<file path="config.mk">
export PLATFORM = sky130hd
export DESIGN_NAME = arb_port_mux_flat
export DESIGN_NICKNAME = d
export VERILOG_FILES = /design/src/rtl/arb_pkg.sv /design/src/rtl/arb_port_mux_if.sv /design/src/rtl/arb_port_buf.sv /design/src/rtl/arb_port_mux.sv /design/src/flat_wrapper.sv
export SDC_FILE = /design/constraint.sdc
export NUM_CORES = 1
export LEC_CHECK = 0
export CORE_ASPECT_RATIO = 1.4
export CORE_MARGIN = 5
export CORE_UTILIZATION = 40
export CTS_CLUSTER_DIAMETER = 150
export DETAILED_ROUTE_END_ITERATION = 8
export GPL_TIMING_DRIVEN = 0
export PLACE_DENSITY_LB_ADDON = 0.12
export SYNTH_ARGS = -nofsm -noshare
export SYNTH_HDL_FRONTEND = slang
export SYNTH_SLANG_ARGS = --single-unit
</file>
<file path="constraint.sdc">
create_clock -name clk -period 1.45 [get_ports clk]
set_input_delay 0.2175 -clock clk [delete_from_list [all_inputs] [get_ports clk]]
set_output_delay 0.2175 -clock clk [all_outputs]
set_load 0.02 [all_outputs]
</file>
<file path="src/rtl/arb_pkg.sv">
// Shared definitions for the arbitrated port mux: FSM encoding and index-width helper.
package arb_pkg;

    typedef enum logic {
        ST_IDLE = 1'b0,
        ST_XFER = 1'b1
    } state_t;

    // Width of a port index; never below 1 so a single-port build still has a legal vector.
    function automatic int idx_w(input int n);
        for (int w = 1; w < 32; w++) begin
            if ((1 << w) >= n) return w;
        end
        return 32;
    endfunction

endpackage

</file>
<file path="src/rtl/arb_port_mux_if.sv">
// Client-side, arbiter-side and sink-side signals of arb_port_mux bundled in one interface.
interface arb_port_mux_if #(
    parameter int PORTS_NUM = 3,
    parameter int DATA_W    = 24
);
    localparam int PW = arb_pkg::idx_w(PORTS_NUM);

    logic [PORTS_NUM-1:0]        s_valid;
    logic [PORTS_NUM-1:0]        s_ready;
    logic [PORTS_NUM*DATA_W-1:0] s_data;
    logic [PORTS_NUM-1:0]        arb_req;
    logic [PORTS_NUM-1:0]        arb_gnt;
    logic                        m_valid;
    logic                        m_ready;
    logic [DATA_W-1:0]           m_data;
    logic [PW-1:0]               m_port;

    // Environment view: clients, the arbiter and the sink.
    modport master (
        output s_valid, s_data, arb_gnt, m_ready,
        input  s_ready, arb_req, m_valid, m_data, m_port
    );

    // Mux view.
    modport slave (
        input  s_valid, s_data, arb_gnt, m_ready,
        output s_ready, arb_req, m_valid, m_data, m_port
    );

endinterface

</file>
<file path="src/rtl/arb_port_buf.sv">
// Single-entry client buffer; ready is a dedicated flop that always equals ~full.
module arb_port_buf #(
    parameter int DATA_W = 24
) (
    input  logic              clk,
    input  logic              reset,
    input  logic              s_valid,
    output logic              s_ready,
    input  logic [DATA_W-1:0] s_data,
    input  logic              clr,
    output logic              full,
    output logic [DATA_W-1:0] word
);

    // clr only arrives while full, and capture only while empty, so the branches never overlap.
    always_ff @(posedge clk) begin
        if (reset) begin
            full    <= 1'b0;
            s_ready <= 1'b1;
            word    <= '0;
        end else if (s_valid && s_ready) begin
            full    <= 1'b1;
            s_ready <= 1'b0;
            word    <= s_data;
        end else if (clr) begin
            full    <= 1'b0;
            s_ready <= 1'b1;
        end
    end

endmodule

</file>
<file path="src/rtl/arb_port_mux.sv">
// Per-port word buffers feeding an external round-robin arbiter; the granted word is
// forwarded to one valid/ready sink and the grant is held until the sink takes it.
module arb_port_mux
    import arb_pkg::*;
#(
    parameter int PORTS_NUM = 3,
    parameter int DATA_W    = 24
) (
    input  logic          clk,
    input  logic          reset,
    arb_port_mux_if.slave bus
);

    localparam int PW = idx_w(PORTS_NUM);

    state_t                 state;
    logic [PW-1:0]          owner;
    logic [PORTS_NUM-1:0]   full;
    logic [PORTS_NUM-1:0]   clr;
    logic [PORTS_NUM-1:0]   sel;
    logic [PW-1:0]          sel_idx;
    logic                   sel_any;
    logic [DATA_W-1:0]      word [PORTS_NUM];

    for (genvar i = 0; i < PORTS_NUM; i++) begin : g_buf
        arb_port_buf #(.DATA_W(DATA_W)) u_buf (
            .clk     (clk),
            .reset   (reset),
            .s_valid (bus.s_valid[i]),
            .s_ready (bus.s_ready[i]),
            .s_data  (bus.s_data[i*DATA_W +: DATA_W]),
            .clr     (clr[i]),
            .full    (full[i]),
            .word    (word[i])
        );
        assign clr[i] = (state == ST_XFER) && bus.m_ready && (owner == PW'(i));
    end

    // Grants on empty ports are masked; a multi-hot grant falls to the lowest index.
    assign sel = bus.arb_gnt & full;

    always_comb begin
        sel_idx = '0;
        sel_any = 1'b0;
        for (int i = PORTS_NUM - 1; i >= 0; i--) begin
            if (sel[i]) begin
                sel_idx = PW'(i);
                sel_any = 1'b1;
            end
        end
    end

    // Requests drop while a word is in flight so the arbiter cannot re-grant mid-transfer.
    assign bus.arb_req = (state == ST_IDLE) ? full : '0;
    assign bus.m_port  = owner;

    always_ff @(posedge clk) begin
        if (reset) begin
            state       <= ST_IDLE;
            owner       <= '0;
            bus.m_valid <= 1'b0;
            bus.m_data  <= '0;
        end else begin
            case (state)
                ST_IDLE: begin
                    if (sel_any) begin
                        owner       <= sel_idx;
                        bus.m_data  <= word[sel_idx];
                        bus.m_valid <= 1'b1;
                        state       <= ST_XFER;
                    end
                end
                ST_XFER: begin
                    if (bus.m_ready) begin
                        bus.m_valid <= 1'b0;
                        state       <= ST_IDLE;
                    end
                end
                default: state <= ST_IDLE;
            endcase
        end
    end

endmodule

</file>
<file path="src/flat_wrapper.sv">
// flat-port wrapper written by rule: the top's interface ports become plain ports
module arb_port_mux_flat import arb_pkg::*;
#(
    parameter int PORTS_NUM = 3,
    parameter int DATA_W    = 24
)
  (clk, reset, bus_s_valid, bus_s_data, bus_arb_gnt, bus_m_ready, bus_s_ready, bus_arb_req, bus_m_valid, bus_m_data, bus_m_port);
  arb_port_mux_if #(.PORTS_NUM(PORTS_NUM), .DATA_W(DATA_W)) bus_i ();
  input  logic clk;
  input  logic reset;
  input wire logic [$bits(bus_i.s_valid)-1:0] bus_s_valid;
  input wire logic [$bits(bus_i.s_data)-1:0] bus_s_data;
  input wire logic [$bits(bus_i.arb_gnt)-1:0] bus_arb_gnt;
  input wire logic [$bits(bus_i.m_ready)-1:0] bus_m_ready;
  output wire logic [$bits(bus_i.s_ready)-1:0] bus_s_ready;
  output wire logic [$bits(bus_i.arb_req)-1:0] bus_arb_req;
  output wire logic [$bits(bus_i.m_valid)-1:0] bus_m_valid;
  output wire logic [$bits(bus_i.m_data)-1:0] bus_m_data;
  output wire logic [$bits(bus_i.m_port)-1:0] bus_m_port;
  assign bus_i.s_valid = bus_s_valid;
  assign bus_i.s_data = bus_s_data;
  assign bus_i.arb_gnt = bus_arb_gnt;
  assign bus_i.m_ready = bus_m_ready;
  assign bus_s_ready = bus_i.s_ready;
  assign bus_arb_req = bus_i.arb_req;
  assign bus_m_valid = bus_i.m_valid;
  assign bus_m_data = bus_i.m_data;
  assign bus_m_port = bus_i.m_port;
  arb_port_mux #(.PORTS_NUM(PORTS_NUM), .DATA_W(DATA_W)) u_core (.clk(clk), .reset(reset), .bus(bus_i));
endmodule
</file>
==> results.cfg <==
[hold_path]
holdPathStages = 3
hold_path.class = in -> reg

[clocking]
root_buffer = clkbuf_16
cts_sinks = 106
cts_tree = built
h-tree-depth = 3
numCtsBuffers = 9
clk_latency_ns = 0.34
clockBufferDepth = 2
clk_pin_slew_ns = 0.06
ctsHoldBuffers = 0

[timing]
max_slew_margin_pct = 63.7
tns_ns = -1.90
fin_crit_sh_pct = 106
hold_viol = 0
rsz0062_at_grt = yes
min_period_ns = 1.54
tightest_slew_ns = 0.545
fmax_ghz = 0.648
finalSetupViolCount = 26
slew_violations = 0
layout_setup_ws_ns = -0.0927
fin_skew_ns = 0.00437

[detailed_routing]
num_vias = 3980
wl_per_cell_um = 15.9
drc = 0
drtIter0Drc = 154
vias_per_cell = 5.07
routed_wl_mm = 12.5
drtPass1Iterations = 4
ant_nets = 0

[setup_path]
startpoint_type = flop
crit_path_end_kind = flop
r2r-end = u_core.bus.m_data[11]$_SDFFE_PP0P_
max_stage_delay_ns = 0.36
path_max_fanout = 7
critPathCapture = u_core.bus.m_data[11]$_SDFFE_PP0P_
crit_required_ns = 1.68
crit_start = u_core.g_buf[0].u_buf.full$_SDFFE_PP0P_
critPathSlowestCell = dfxtp_4
rr_startpoint = u_core.g_buf[0].u_buf.full$_SDFFE_PP0P_
reg2regPathDepth = 7
crit_family = compound AO/OA/AOI/OAI gates
r2r_slack_ns = -0.09
worst-endpoint-arrival_ns = 1.77
cp_cell_sequence = a222oi_1 > buf_4 > nor3_4 > buf_12 > clkbuf_8 > o21ai_0 > o2bb2ai_2
path_class = reg -> reg
crit_buf_inv = 3
crit_cells = 7

[die]
io-pin-count = 114
dieWidth_um = 96.1
die_area_sq_mm = 0.0126
core-area_sq_mm = 0.0103
row_count = 44
start_util_pct = 40.4
dieHeight_um = 131

[yosys]
synth_cell_types = 30
post_synth.cell_area_avg_sq_um = 8.18
yosysWarnings = 0
synth_fp_nets = 589
synth_fa_ha_area_share_pct = 0
synth_area_sq_mm = 0.00416
synth_top_family_by_area = compound AO/OA/AOI/OAI gates
synth_area_leaders = dfxtp_1 (51%), nand2_1 (14%), a21oi_1 (9.4%)
synthCells = 508
synth_top_cell_area_share_pct = 51.1
synth_top_cell_by_area = dfxtp_1
yosys_register_bits = 106
synth-compound-area-share_pct = 23.2
muxShareOfSynthArea_pct = 0
ys_seq_area_share_pct = 51.1
synth-simple-area-share_pct = 20.6
synth-xor-area-share_pct = 0

[power_and_ir_drop]
vdd_drop_max_v = 0.000617
leakage_nw = 2.51
seq_power_share_pct = 47.6
sw_frac_of_total_pct = 26.4
total_power_mw = 6.80
pwr-share-clk_pct = 34.1
power.internal_mw = 5.00
p_comb_share_pct = 18.3
powerDensity_mw_per_mm2 = 1080
p_sw_mw = 1.80

[layout]
final_cell_mix = nand2_1 (151), dfxtp_1 (102), a21oi_1 (77)
antennaDiodeCount = 0
finish.utilization_pct = 61.0
nets = 723
area_delta_synth_final_pct = 51.2
layout-drive-gt1-share_pct = 19.6
multiInputGateArea_sq_mm = 0.00222
num-fill-cells = 975
ff_latch_area_sq_mm = 0.00213
final_common_cell = nand2_1
fin_cells = 785

[outcome]
status = finished, violations left
violations = negative setup slack

[placed_design]
dpl.cell_count = 758
routabilityCongestion = 0.899
place.port_buffers = 112
place_ws_ns = -0.685
place.detailed.hpwl_mm = 9.32

[grt]
grt_pass1_vias = 4141
grt_pass1_wl_mm = 19.8
antenna_found_initial = 0
grt.total_usage_pct = 20.7
grt_start_max_net_pins = 16
grt_remaining_overflow = 0

[flow_run]
maxCapViolations = 0
what timing repair did:
| item | CTS | global route |
|---|---|---|
| pin swaps | 8 | 2 |
| setup buffers | 17 | 0 |
| cloned | 4 | 0 |
| resized for setup | 150 | 30 |
| setup endpoints to repair | 78 | 79 |
metal layers:
metal	up-vias	wire, um	global-route usage [%]
met4	0	411	9.21
met3	26	494	3.89
met2	102	6660	36.8
li1	2017	-	-
met5	-	0	0
met1	1835	4910	23.7
layout make-up:
class,count,share of cell area (%)
Clock buffer,14,4.36
Sequential cell,106,33.9
Tap cell,138,2.75
Multi-Input combinational cell,356,35.4
Buffer,42,4.06
Clock inverter,2,0.159
Timing Repair Buffer,125,19.2
Inverter,2,0.119
per-stage QoR:
step | hold WS, ns | instance area [sq um]
after CTS | 0.415 | 6240
after detailed placement | 0.446 | 5450
final | 0.420 | 6280
after global routing | 0.426 | 6280
after floorplan | 0.353 | 4160
after global placement | 0.441 | 5450
power by group through the flow:
stage               logic (mW)  registers (mW)  clock network (mW)
global placement          1.03            3.26                   0
global route              1.35            3.25                2.50
detailed placement        1.05            3.26                   0
finish                    1.24            3.24                2.32
CTS                       1.23            3.23                2.36
floorplan                0.511            3.28                   0
Yosys cell counts, drive strengths merged:
cell and number:
o21ai 28, nor2 5, clkbuf 33, nor3 2
a211oi 24, a21oi 78, and2 4, and3 25
o22a 1, nand4 1, buf 11, nor2b 3
nand3 1, or2b 2, nand2b 1, dfxtp 106
nand2 153, o311ai 1, inv 2, o2bb2ai 24
o31ai 1, and4 1, a222oi 1
cells by family (layout without fill, tap and decap cells):
group           Yosys count  after routing
compound gates          158            158
flops                   106            106
buf+inv                  46            185
simple gates            198            198
worst min-delay path by stage:
| stage | startpoint | end | slack, ns |
|---|---|---|---|
| floorplan | bus_s_data[24] | u_core.g_buf[1].u_buf.word[0]$_SDFFE_PP0P_ | 0.35 |
| global placement | u_core.g_buf[1].u_buf.word[7]$_SDFFE_PP0P_ | u_core.g_buf[1].u_buf.word[7]$_SDFFE_PP0P_ | 0.44 |
| detailed placement | u_core.g_buf[2].u_buf.word[22]$_SDFFE_PP0P_ | u_core.g_buf[2].u_buf.word[22]$_SDFFE_PP0P_ | 0.45 |
| CTS | bus_s_data[19] | u_core.g_buf[0].u_buf.word[19]$_SDFFE_PP0P_ | 0.41 |
| global route | bus_s_data[42] | u_core.g_buf[1].u_buf.word[18]$_SDFFE_PP0P_ | 0.43 |
| finish | bus_s_data[56] | u_core.g_buf[2].u_buf.word[8]$_SDFFE_PP0P_ | 0.42 |
worst reg2reg max path, stage by stage (launching register included):
cell       delay [ns]
dfxtp_4          0.36
a222oi_1         0.33
buf_4            0.22
nor3_4           0.06
buf_12           0.14
clkbuf_8         0.14
o21ai_0          0.10
o2bb2ai_2        0.07
registers in the layout, indices dropped and copies added, names as in the netlist:
register / count
u_core.g_buf.u_buf.s_ready: 3
u_core.g_buf.u_buf.full: 3
u_core.bus.m_port: 2
u_core.state: 1
u_core.g_buf.u_buf.word: 72
u_core.bus.m_valid: 1
u_core.bus.m_data: 24
Note: power is estimated with default switching activity, not from simulation.
